--- src/rtl/match_sequencer.sv ---
// Two-player game-flow controller: idle, 3/2/1/GO countdown, tug-of-war play, win screen.
// Owns button synchronisation/edge detection and the barrier position shown on screen.
module match_sequencer #(
  parameter int STEP_TICKS = 24_000_000,
  parameter int WIN_TICKS  = 96_000_000,
  parameter int START_POS  = 23
) (
  input  logic       clk,
  input  logic       reset,
  input  logic       start_btn,
  input  logic       p1_btn,
  input  logic       p2_btn,
  output logic [5:0] screen,
  output logic       in_play,
  output logic [1:0] winner
);

  localparam int MAXT = (STEP_TICKS > WIN_TICKS) ? STEP_TICKS : WIN_TICKS;
  localparam int CW   = (MAXT > 2) ? $clog2(MAXT) : 1;

  typedef enum logic [2:0] {
    IDLE, COUNT3, COUNT2, COUNT1, GO, PLAY, P1WIN, P2WIN
  } state_t;

  state_t        state, state_n;
  logic [CW-1:0] cnt, cnt_n;
  logic [5:0]    barrier, barrier_n, screen_n;
  logic [1:0]    winner_n;
  logic          in_play_n;

  // Bit order {start, p1, p2}; press is a one-cycle pulse per rising edge
  logic [2:0] s1, s2, prev, press;
  logic       start_p, p1_p, p2_p, step_done, win_done;

  always_ff @(posedge clk or posedge reset) begin
    if (reset) begin
      s1   <= '0;
      s2   <= '0;
      prev <= '0;
    end else begin
      s1   <= {start_btn, p1_btn, p2_btn};
      s2   <= s1;
      prev <= s2;
    end
  end

  assign press   = s2 & ~prev;
  assign start_p = press[2];
  assign p1_p    = press[1];
  assign p2_p    = press[0];

  assign step_done = (cnt == CW'(STEP_TICKS - 1));
  assign win_done  = (cnt == CW'(WIN_TICKS - 1));

  always_comb begin
    state_n   = state;
    barrier_n = barrier;
    winner_n  = winner;
    cnt_n     = cnt + 1'b1;
    screen_n  = '0;
    in_play_n = 1'b0;

    case (state)
      IDLE: begin
        cnt_n = '0;
        if (start_p) state_n = COUNT3;
      end
      COUNT3: if (step_done) state_n = COUNT2;
      COUNT2: if (step_done) state_n = COUNT1;
      COUNT1: if (step_done) state_n = GO;
      GO:     if (step_done) state_n = PLAY;
      PLAY: begin
        cnt_n = '0;
        // Terminal positions 30/16 go straight to the win state and are never stored
        if (p1_p && !p2_p) begin
          if (barrier == 6'd29) begin
            state_n  = P1WIN;
            winner_n = 2'b01;
          end else begin
            barrier_n = barrier + 6'd1;
          end
        end else if (p2_p && !p1_p) begin
          if (barrier == 6'd17) begin
            state_n  = P2WIN;
            winner_n = 2'b10;
          end else begin
            barrier_n = barrier - 6'd1;
          end
        end
      end
      P1WIN, P2WIN: begin
        if (start_p)       state_n = COUNT3;
        else if (win_done) state_n = IDLE;
      end
      default: state_n = IDLE;
    endcase

    if (state_n != state) cnt_n = '0;
    if (state_n == COUNT3 && state != COUNT3) begin
      winner_n  = 2'b00;
      barrier_n = 6'(START_POS);
    end

    case (state_n)
      IDLE:    screen_n = 6'd0;
      COUNT3:  screen_n = 6'd34;
      COUNT2:  screen_n = 6'd33;
      COUNT1:  screen_n = 6'd32;
      GO:      screen_n = 6'd31;
      PLAY:    screen_n = barrier_n;
      P1WIN:   screen_n = 6'd30;
      P2WIN:   screen_n = 6'd16;
      default: screen_n = 6'd0;
    endcase
    in_play_n = (state_n == PLAY);
  end

  always_ff @(posedge clk or posedge reset) begin
    if (reset) begin
      state   <= IDLE;
      cnt     <= '0;
      barrier <= 6'(START_POS);
      winner  <= 2'b00;
      screen  <= '0;
      in_play <= 1'b0;
    end else begin
      state   <= state_n;
      cnt     <= cnt_n;
      barrier <= barrier_n;
      winner  <= winner_n;
      screen  <= screen_n;
      in_play <= in_play_n;
    end
  end

endmodule
--- config.mk ---
export PLATFORM = sky130hd
export DESIGN_NAME = match_sequencer
export DESIGN_NICKNAME = d
export VERILOG_FILES = /design/src/rtl/match_sequencer.sv
export SDC_FILE = /design/constraint.sdc
export NUM_CORES = 1
export LEC_CHECK = 0
export ABC_AREA = 1
export CAP_MARGIN = 10
export CORE_MARGIN = 2
export CORE_UTILIZATION = 40
export CTS_CLUSTER_SIZE = 20
export DETAILED_ROUTE_END_ITERATION = 7
export PLACE_DENSITY = 0.58
export REMOVE_ABC_BUFFERS = 1
export SETUP_SLACK_MARGIN = 0.02
export SLEW_MARGIN = 20
export SYNTH_ARGS = -nofsm -noshare
export SYNTH_HDL_FRONTEND = slang
export SYNTH_SLANG_ARGS = --single-unit
--- constraint.sdc ---
create_clock -name clk -period 2.25 [get_ports clk]
set_input_delay 0.675 -clock clk [delete_from_list [all_inputs] [get_ports clk]]
set_output_delay 0.675 -clock clk [all_outputs]
set_load 0.01 [all_outputs]
---- Word level (Yosys, flattened, before mapping) ----
Index checks and enable logic that the tools add are counted.
storage, ports and cells
  register bits after elaboration ......... 54
  latch bits .............................. 0
  memory bits (writable) .................. 0
  memory bits (read-only) ................. 0
  bits of input ports ..................... 5
  output and inout port bits .............. 9
  logic and storage cells ................. 75
  memories kept ........................... 0
operators by class
  $add $sub $neg .......................... 3
  $mul .................................... 0
  divide/modulo/power cells ............... 0
  $lt $le $gt $ge ......................... 0
  eq/ne operators ......................... 21
  shifts and indexed selects .............. 0
  multiplexer cells ....................... 27
  bitwise logic cells ..................... 2
  reductions and logical operators ........ 13
operators by type and width
  cell                                                   count
  two-way mux 27 bit                                     2
  one-hot mux 6 bit (8 select lines)                     1
  two-way mux 6 bit                                      6
  two-way mux 3 bit                                      11
  adder 27 x 1 -> 27 bit, second input constant          1
  equality test 27 x 25 -> 1 bit, second input constant  1
  equality test 27 bit, second input constant            1
  equality test 3 bit, second input constant             8
  one-hot mux 3 bit (7 select lines)                     1
  equality test 3 x 2 -> 1 bit, second input constant    4
  equality test 6 x 5 -> 1 bit, second input constant    2
  two-way mux 2 bit                                      6
  adder 6 x 1 -> 6 bit, second input constant            1
  equality test 3 x 1 -> 1 bit, second input constant    2
  logical NOT 3 bit                                      2
  != test 3 x 1 -> 1 bit, second input constant          2
  nonzero test 3 bit                                     2
  subtractor 6 x 1 -> 6 bit, second input constant       1
  AND reduction 4 bit                                    1
  OR reduction 2 bit                                     2
  AND 3 bit                                              1
  logical AND 1 bit                                      3
  != test 3 bit                                          1
  inverter 3 bit                                         1
  2 further kinds                                        3

---- Longest topological paths before layout ----
Gate-level depths: netlist of the first run.
  depth after elaboration ................. 11
  gate-level depth with buffers ........... 16
  depth with buffers taken out ............ 15

---- Worst setup path before layout of the first run ----
No wires, ideal clock.
  kind .................................... register -> register
  start ................................... register barrier[2]
  end ..................................... register cnt[13]
  library setup time ...................... 0.124 ns
  data arrival time ....................... 1.729 ns
  required time ........................... 2.126 ns
  path slack .............................. 0.397 ns
  cell stages (with the launch flop) ...... 12
  buffers on the path ..................... 2
  period minus slack after synthesis ...... 1.853 ns
  cell sequence ........................... dfstp_2 > buf_2 > nand2_1 > inv_1 > nand4_2 > a21oi_2 > nand3_2 > nor2_2 > nand2_2 > nand3_4 > buf_6 > nor3_2
between the ends
  longest elaborated chain between the ends .. 7
  elaborated cells between the ends (all ways) .. 9
  those cells by class .................... 3 x eq/ne; 6 x mux
RTL lines
  what                                  line  RTL
  from (decl)                           27    logic [5:0] barrier, barrier_n, screen_n;
  from (signal assigned)                122   barrier <= 6'(START_POS);
  from (signal assigned)                129   barrier <= barrier_n;
  equality test 6 x 5 -> 1 bit          83    if (barrier == 6'd17) begin
  two-way mux 3 bit                     83
  two-way mux 3 bit                     82    end else if (p2_p && !p1_p) begin
  two-way mux 3 bit *                   75    if (p1_p && !p2_p) begin
  one-hot mux 3 bit (7 select lines) *  63    case (state)
  != test 3 bit *                       98    if (state_n != state) cnt_n = '0;
  two-way mux 27 bit *                  98
  named net cnt_n[13]                   26    logic [CW-1:0] cnt, cnt_n;
  to (signal assigned)                  128   cnt <= cnt_n;
  to (decl)                             26
Mark *: on every way through the listed nets, which the timed path passes. The rest lies on a longest branch.
A chain may end at the register's enable or synchronous reset.

---- Worst setup path in the final report of the first run ----
  start ................................... register prev[1]
  end ..................................... register screen[5]
between the ends
  longest elaborated chain between the ends .. 11
  elaborated cells between the ends (all ways) .. 22
  those cells by class .................... 7 x eq/ne; 8 x mux; 2 x bitwise; 5 x reduce/logical
RTL lines
  what                                  line     RTL
  from (decl)                           32       logic [2:0] s1, s2, prev, press;
  from (signal assigned)                39       prev <= '0;
  from (signal assigned)                43       prev <= s2;
  inverter 3 bit *                      47       assign press = s2 & ~prev;
  AND 3 bit *                           47
  logical NOT 1 bit                     82
  logical AND 1 bit                     82
  two-way mux 3 bit                     82
  two-way mux 3 bit                     75
  one-hot mux 3 bit (7 select lines)    63
  equality test 3 x 1 -> 1 bit          99, 104
  logical AND 1 bit                     99       if (state_n == COUNT3 && state != COUNT3) begin
  two-way mux 6 bit                     99
  one-hot mux 6 bit (8 select lines) *  104      case (state_n)
  named net screen_n[5]                 27
  to (signal assigned)                  131      screen <= screen_n;
  to (decl)                             13       output logic [5:0] screen,
Marked as above.

==> impl_metrics.env, run 1 <==
export IMPL_synth_enable_flop_cells=0
export IMPL_antenna_left=0
export IMPL_synth_most_common_cell="nand2_1"
export IMPL_placeableCoreArea_sq_um=8300
export IMPL_p_per_area_nw_per_um2=662
export IMPL_postSynthRegisterBits=54
export IMPL_numCtsBuffers=5
export IMPL_post_route_wl_mm=7.41
export IMPL_globalplace_congestion=0.893
export IMPL_cts_root_buf="clkbuf_8"
export IMPL_clock_power_share=0.262
export IMPL_floorplan_io_pins=14
export IMPL_syn_instance_count=446
export IMPL_tns_ps=0
export IMPL_arrival_ps=2310
export IMPL_tightestPinTransition_ps=466
export IMPL_hold_viol_final=0
export IMPL_critPathKind="reg2reg"
export IMPL_synthesized_area_fraction_occupied_by_adder_cells=0.0217
export IMPL_i_o_buffers=13
export IMPL_synth_warning_count=0
export IMPL_cts_htree_levels=2
export IMPL_cts_max_path_buffers=2
export IMPL_tritoncts="done"
export IMPL_p_int_uw=1640
export IMPL_rsz_0062_raised_after_global_routing="yes"
export IMPL_synth_largest_area_cell="dfrtp_1"
export IMPL_cts_num_sinks=54
export IMPL_hold_class="reg2reg"
export IMPL_post_synth_instance_area_sq_um=3460
export IMPL_drive_gt1_frac=0.206
export IMPL_final_min_period_over_clock_period=0.918
export IMPL_max_slew_margin=0.686
export IMPL_combinational_family_with_the_most_area_after_synthesis="simple AND/OR/NAND/NOR gates"
export IMPL_overall_power_uw=2570
export IMPL_fp_dieArea_sq_um=9420
export IMPL_report_final_slew_viol_count=0
export IMPL_worst_clock_skew_ps=5.80
export IMPL_die_width_um=97.0
export IMPL_place_hpwl_mm=5.71
export IMPL_worst_setup_path_start_kind="flop"
export IMPL_post_cts_setup_buffers=0
export IMPL_cap_viol_max_count=0
export IMPL_synth_top_flop_cell="dfrtp_1"
export IMPL_dp_cells=565
export IMPL_syn_avg_cell_area_sq_um=7.76
export IMPL_effective_utilization_at_floorplan=0.417
export IMPL_min_delay_path_depth=0
export IMPL_initialDrtViolationCount=131
export IMPL_grt_total_usage=0.169
export IMPL_insertedDiodeCount=0
export IMPL_yosys_area_share_xor_xnor=0.0506
export IMPL_worst_slack_ps=184
export IMPL_ys_async_sr_fraction=1.00
export IMPL_final_setup_viol_count=0
export IMPL_number_of_antenna_violations_at_the_first_check_in_global_routing=0
export IMPL_post_synth_most_frequent_cells="nand2_1, inv_1, dfrtp_1"
export IMPL_globalRouteOverflowTotal=0
export IMPL_placement_rows=33
export IMPL_route_detailed_wl_per_inst_um=12.9
export IMPL_total_switching_power_uw=935
export IMPL_status="finished clean"
export IMPL_vias=2879
export IMPL_clock_insertion_delay_worst_skew_ps=300
export IMPL_ir_drop_uv=343
export IMPL_timing_final_crit_period_ps=2070
export IMPL_first_global_vias=2831
export IMPL_seqPwrFrac=0.413
export IMPL_first_pass_iters=4
export IMPL_synth_lib_cells_used_distinct=37
export IMPL_post_drt_via_cell_ratio=5.03
export IMPL_synth_yosys_seq_area_share=0.392
export IMPL_netlist_area_leader_share=0.361
export IMPL_swShare=0.364
export IMPL_preCtsSetupSlack_ps=130
export IMPL_area_grow_syn2layout_pct=12.3
export IMPL_timing_fmax_ghz=0.484
export IMPL_die_height_um=97.0
export IMPL_grt_pass1_wl_mm=13.3
export IMPL_crit_path_required_time_ps=2500
export IMPL_fin_nets=478
export IMPL_synth_compound_area_frac=0.0567
export IMPL_whs_ps=355
export IMPL_worst_setup_hold_path_clk_slew_ps=100
export IMPL_cp_max_fo=7
export IMPL_post_synth_and_or_nand_nor_area_fraction=0.399
export IMPL_cells_taking_the_most_area_after_synthesis="dfrtp_1, nand2_1, inv_1"
export IMPL_grt_max_degree=24
export IMPL_worstRegToRegCells=11
export IMPL_p_comb_frac=0.325
export IMPL_muxShareOfSynthArea=0
export IMPL_power_static_leakage_uw=0.00176
export IMPL_drc=0
export IMPL_final_instance_count_excl_fill=572
export IMPL_endpoint_kind="flop"
==> metrics by stage <==
stage               cell area (sq um)  utilization
floorplan                        3420            -
global placement                 3760        0.453
detailed placement               3760        0.453
CTS                              3870        0.467
global route                     3890        0.468
finish                           3890        0.468
==> power by group through the flow <==
stage,clock network [uW],logic (uW),registers [uW]
3_3_place_gp,0,834,1080
3_5_place_dp,0,844,1080
2_1_floorplan,0,572,1080
6_report,674,836,1060
4_1_cts,692,847,1060
5_1_grt,732,921,1070
==> timing repair <==
| action | CTS | global route |
|---|---|---|
| endpoints found under the setup margin | 0 | 28 |
| hold endpoints to repair | 0 | 0 |
| gates resized for setup | 0 | 2 |
| hold buffers | 0 | 0 |
==> metal layers <==
metal	track usage	up-vias	part of all wire
li1	-	1459	-
met1	0.242	1369	0.49
met2	0.265	42	0.46
met3	0.0224	9	0.031
met4	0.0531	0	0.015
met5	0	-	0
==> sequential cells by signal, indices dropped and copies added, names as in the netlist <==
signal	flops
cnt	27
barrier	6
screen	6
prev	3
s1	3
s2	3
state	3
winner	2
in_play	1
==> path summary, 6_finish.rpt <==
| path | from | to | slack (ps) |
|---|---|---|---|
| worst max-delay path | prev[1]$_DFF_PP0_ | screen[5]$_DFF_PP0_ | 180 |
| worst min-delay path | s1[2]$_DFF_PP0_ | s2[2]$_DFF_PP0_ | 350 |
| worst max register to register | prev[1]$_DFF_PP0_ | screen[5]$_DFF_PP0_ | 180 |
| worst min register to register | s1[2]$_DFF_PP0_ | s2[2]$_DFF_PP0_ | 350 |
| max in group asynchronous | reset | cnt[18]$_DFF_PP0_ | 1020 |
| min in group asynchronous | reset | s2[2]$_DFF_PP0_ | 660 |
==> cells in the final DEF (no fill, tap or decap), drive strengths merged, types with 2 or more instances in the layout <==
master           n
nand2          118
nor2            65
inv             63
dfrtp           50
nand3           36
nor3            25
xor2            18
clkdlybuf4s50   13
nand4           13
o21ai           12
a21oi           10
buf              7
clkbuf           6
ha               6
or2              5
nor4             4
dfstp            4
o211ai           3
xnor2            2
==> cell families (layout without fill, tap and decap cells) <==
family	after synthesis	count (layout)
compound gates	30	30
buf+inv	69	90
xor+xnor	20	20
simple gates	267	267
fa+ha+maj	6	6
flops	54	54
==> layout make-up <==
class / count / area [sq um]
clock buffers: 6 / 82.6
clock inverters: 1 / 30.0
fillers: 801 / 4410
inverters: 63 / 236
multi-input cells: 323 / 1840
flip-flops and latches: 54 / 1360
well taps: 105 / 131
repair buffers: 20 / 208
==> worst max-delay path, cell delays in order, from the launching register on <==
cell,delay [ps]
dfrtp_1,370
nor2_1,210
inv_1,70
ha_1,220
buf_4,170
nand4_1,150
nor2_1,80
a21oi_1,120
o21ai_0,80
a21boi_0,330
nand4_1,140
nand2_1,70
(Power assumes the default switching activity.)
==> inputs of run 2 (changes only) <==
Settings changed: CORE_MARGIN 2 to 3.
==> impl_metrics.env, run 2 (synthesis results as in run 1) <==
export IMPL_status="finished clean"
export IMPL_timing_final_crit_period_ps=2050
export IMPL_fin_nets=479
export IMPL_endpoint_kind="flop"
export IMPL_route_detailed_wl_per_inst_um=12.9
export IMPL_ir_drop_uv=444
export IMPL_cp_max_fo=10
export IMPL_effective_utilization_at_floorplan=0.417
export IMPL_hold_viol_final=0
export IMPL_critPathKind="reg2reg"
export IMPL_tightestPinTransition_ps=360
export IMPL_grt_max_degree=55
export IMPL_antenna_left=0
export IMPL_flip_flop_count_of_the_largest_register_after_layout=27
export IMPL_floorplan_io_pins=14
export IMPL_worst_clock_skew_ps=8.64
export IMPL_largestRegisters="cnt x27, barrier x6, screen x6"
export IMPL_p_per_area_nw_per_um2=648
export IMPL_post_route_wl_mm=7.39
export IMPL_layout_common_cells="nand2_1, inv_1, dfrtp_1"
export IMPL_initialDrtViolationCount=155
export IMPL_placeableCoreArea_sq_um=8300
export IMPL_post_drt_via_cell_ratio=4.99
export IMPL_whs_ps=357
export IMPL_crit_path_required_time_ps=2460
export IMPL_tns_ps=0
export IMPL_rsz_0062_raised_after_global_routing="no"
export IMPL_final_setup_viol_count=0
export IMPL_worst_setup_hold_path_clk_slew_ps=100
export IMPL_area_grow_syn2layout_pct=11.7
export IMPL_cap_viol_max_count=0
export IMPL_max_slew_margin=0.758
export IMPL_drc=0
export IMPL_globalplace_congestion=0.903
export IMPL_grt_pass1_wl_mm=12.8
export IMPL_globalRouteOverflowTotal=0
export IMPL_regMostFlops="cnt"
export IMPL_insertedDiodeCount=0
export IMPL_tritoncts="done"
export IMPL_placement_rows=33
export IMPL_arrival_ps=2260
export IMPL_clock_insertion_delay_worst_skew_ps=310
export IMPL_i_o_buffers=13
export IMPL_first_pass_iters=4
export IMPL_place_hpwl_mm=5.61
export IMPL_fp_dieArea_sq_um=9810
export IMPL_final_min_period_over_clock_period=0.912
export IMPL_worst_setup_path_start_kind="flop"
export IMPL_vias=2862
export IMPL_report_final_slew_viol_count=0
export IMPL_cts_root_buf="clkbuf_8"
export IMPL_first_global_vias=2790
export IMPL_drive_gt1_frac=0.207
export IMPL_fillers=816
export IMPL_die_width_um=99.0
export IMPL_power_static_leakage_uw=0.00175
export IMPL_ff2ff_setup_slack_ps=200
export IMPL_cts_num_sinks=54
export IMPL_timing_fmax_ghz=0.487
export IMPL_number_of_antenna_violations_at_the_first_check_in_global_routing=0
export IMPL_cts_max_path_buffers=2
export IMPL_final_common_cell="nand2_1"
export IMPL_grt_total_usage=0.160
export IMPL_cts_htree_levels=2
export IMPL_hold_class="reg2reg"
export IMPL_ff_latch_area_sq_um=1360
export IMPL_die_height_um=99.0
export IMPL_numCtsBuffers=5
export IMPL_area_occupied_by_multi_input_gates_sq_um=1830
[run 2: metal layers]
metal	up-vias	track usage	wire, um
met4	0	0.0515	87
met2	57	0.254	3400
met5	-	0	0
met3	10	0.0262	279
li1	1462	-	-
met1	1333	0.222	3620
[run 2: path summary, 6_finish.rpt]
kind,cells past startpoint,startpoint,end
min reg2reg,0,s1[2]$_DFF_PP0_,s2[2]$_DFF_PP0_
min,0,s1[2]$_DFF_PP0_,s2[2]$_DFF_PP0_
max reg2reg,11,prev[1]$_DFF_PP0_,cnt[25]$_DFF_PP0_
max,11,prev[1]$_DFF_PP0_,cnt[25]$_DFF_PP0_
min in group asynchronous,3,reset,s1[1]$_DFF_PP0_
max in group asynchronous,3,reset,barrier[2]$_DFF_PP1_
[run 2: through the flow]
stage / utilization / total power [uW] / cells / cell area [sq um] / worst slack, ps
6_report: 0.466 / 2510 / 573 / 3870 / 199
5_1_grt: 0.466 / 2660 / 573 / 3870 / 37.8
4_1_cts: 0.462 / 2470 / 571 / 3840 / 144
3_5_place_dp: 0.452 / 1920 / 564 / 3750 / 157
3_3_place_gp: 0.452 / 1910 / 564 / 3750 / 182
2_1_floorplan: - / 1650 / 440 / 3420 / 267
[run 2: cell type report]
type	count	share of cell area
flip-flops and latches	54	0.351
clock inverters	2	0.00388
clock buffers	5	0.0178
repair buffers	21	0.0589
inverters	63	0.0611
well taps	105	0.0340
multi-input cells	323	0.474
[run 2: critical path, cell delays in order, from the launching register on]
cell	delay (ps)
dfrtp_1	380
nor2_1	140
ha_2	290
nand4_2	180
a21oi_2	190
nand3_2	130
nor2_2	200
nor2_4	80
nand2_1	80
nand2_2	60
nand2_4	170
nor2_4	50
[run 2: report_power, final]
group          internal (uW)  leakage, uW  switching, uW
clock network            214    0.0000362            331
registers               1020     0.000713           42.9
logic                    314     0.000997            588
total                   1550      0.00175            961
[run 2: repair_timing]
action                     4_1_cts  5_1_grt
gates resized for setup          0        1
hold buffers                     0        0
setup endpoints to repair        0       32
setup buffers                    0        2
==> inputs of run 3 (changes only) <==
Settings changed: SKIP_LAST_GASP set to 1.
==> results of run 3 <==
The final DEF is identical to that of run 2; final timing and power are the same.
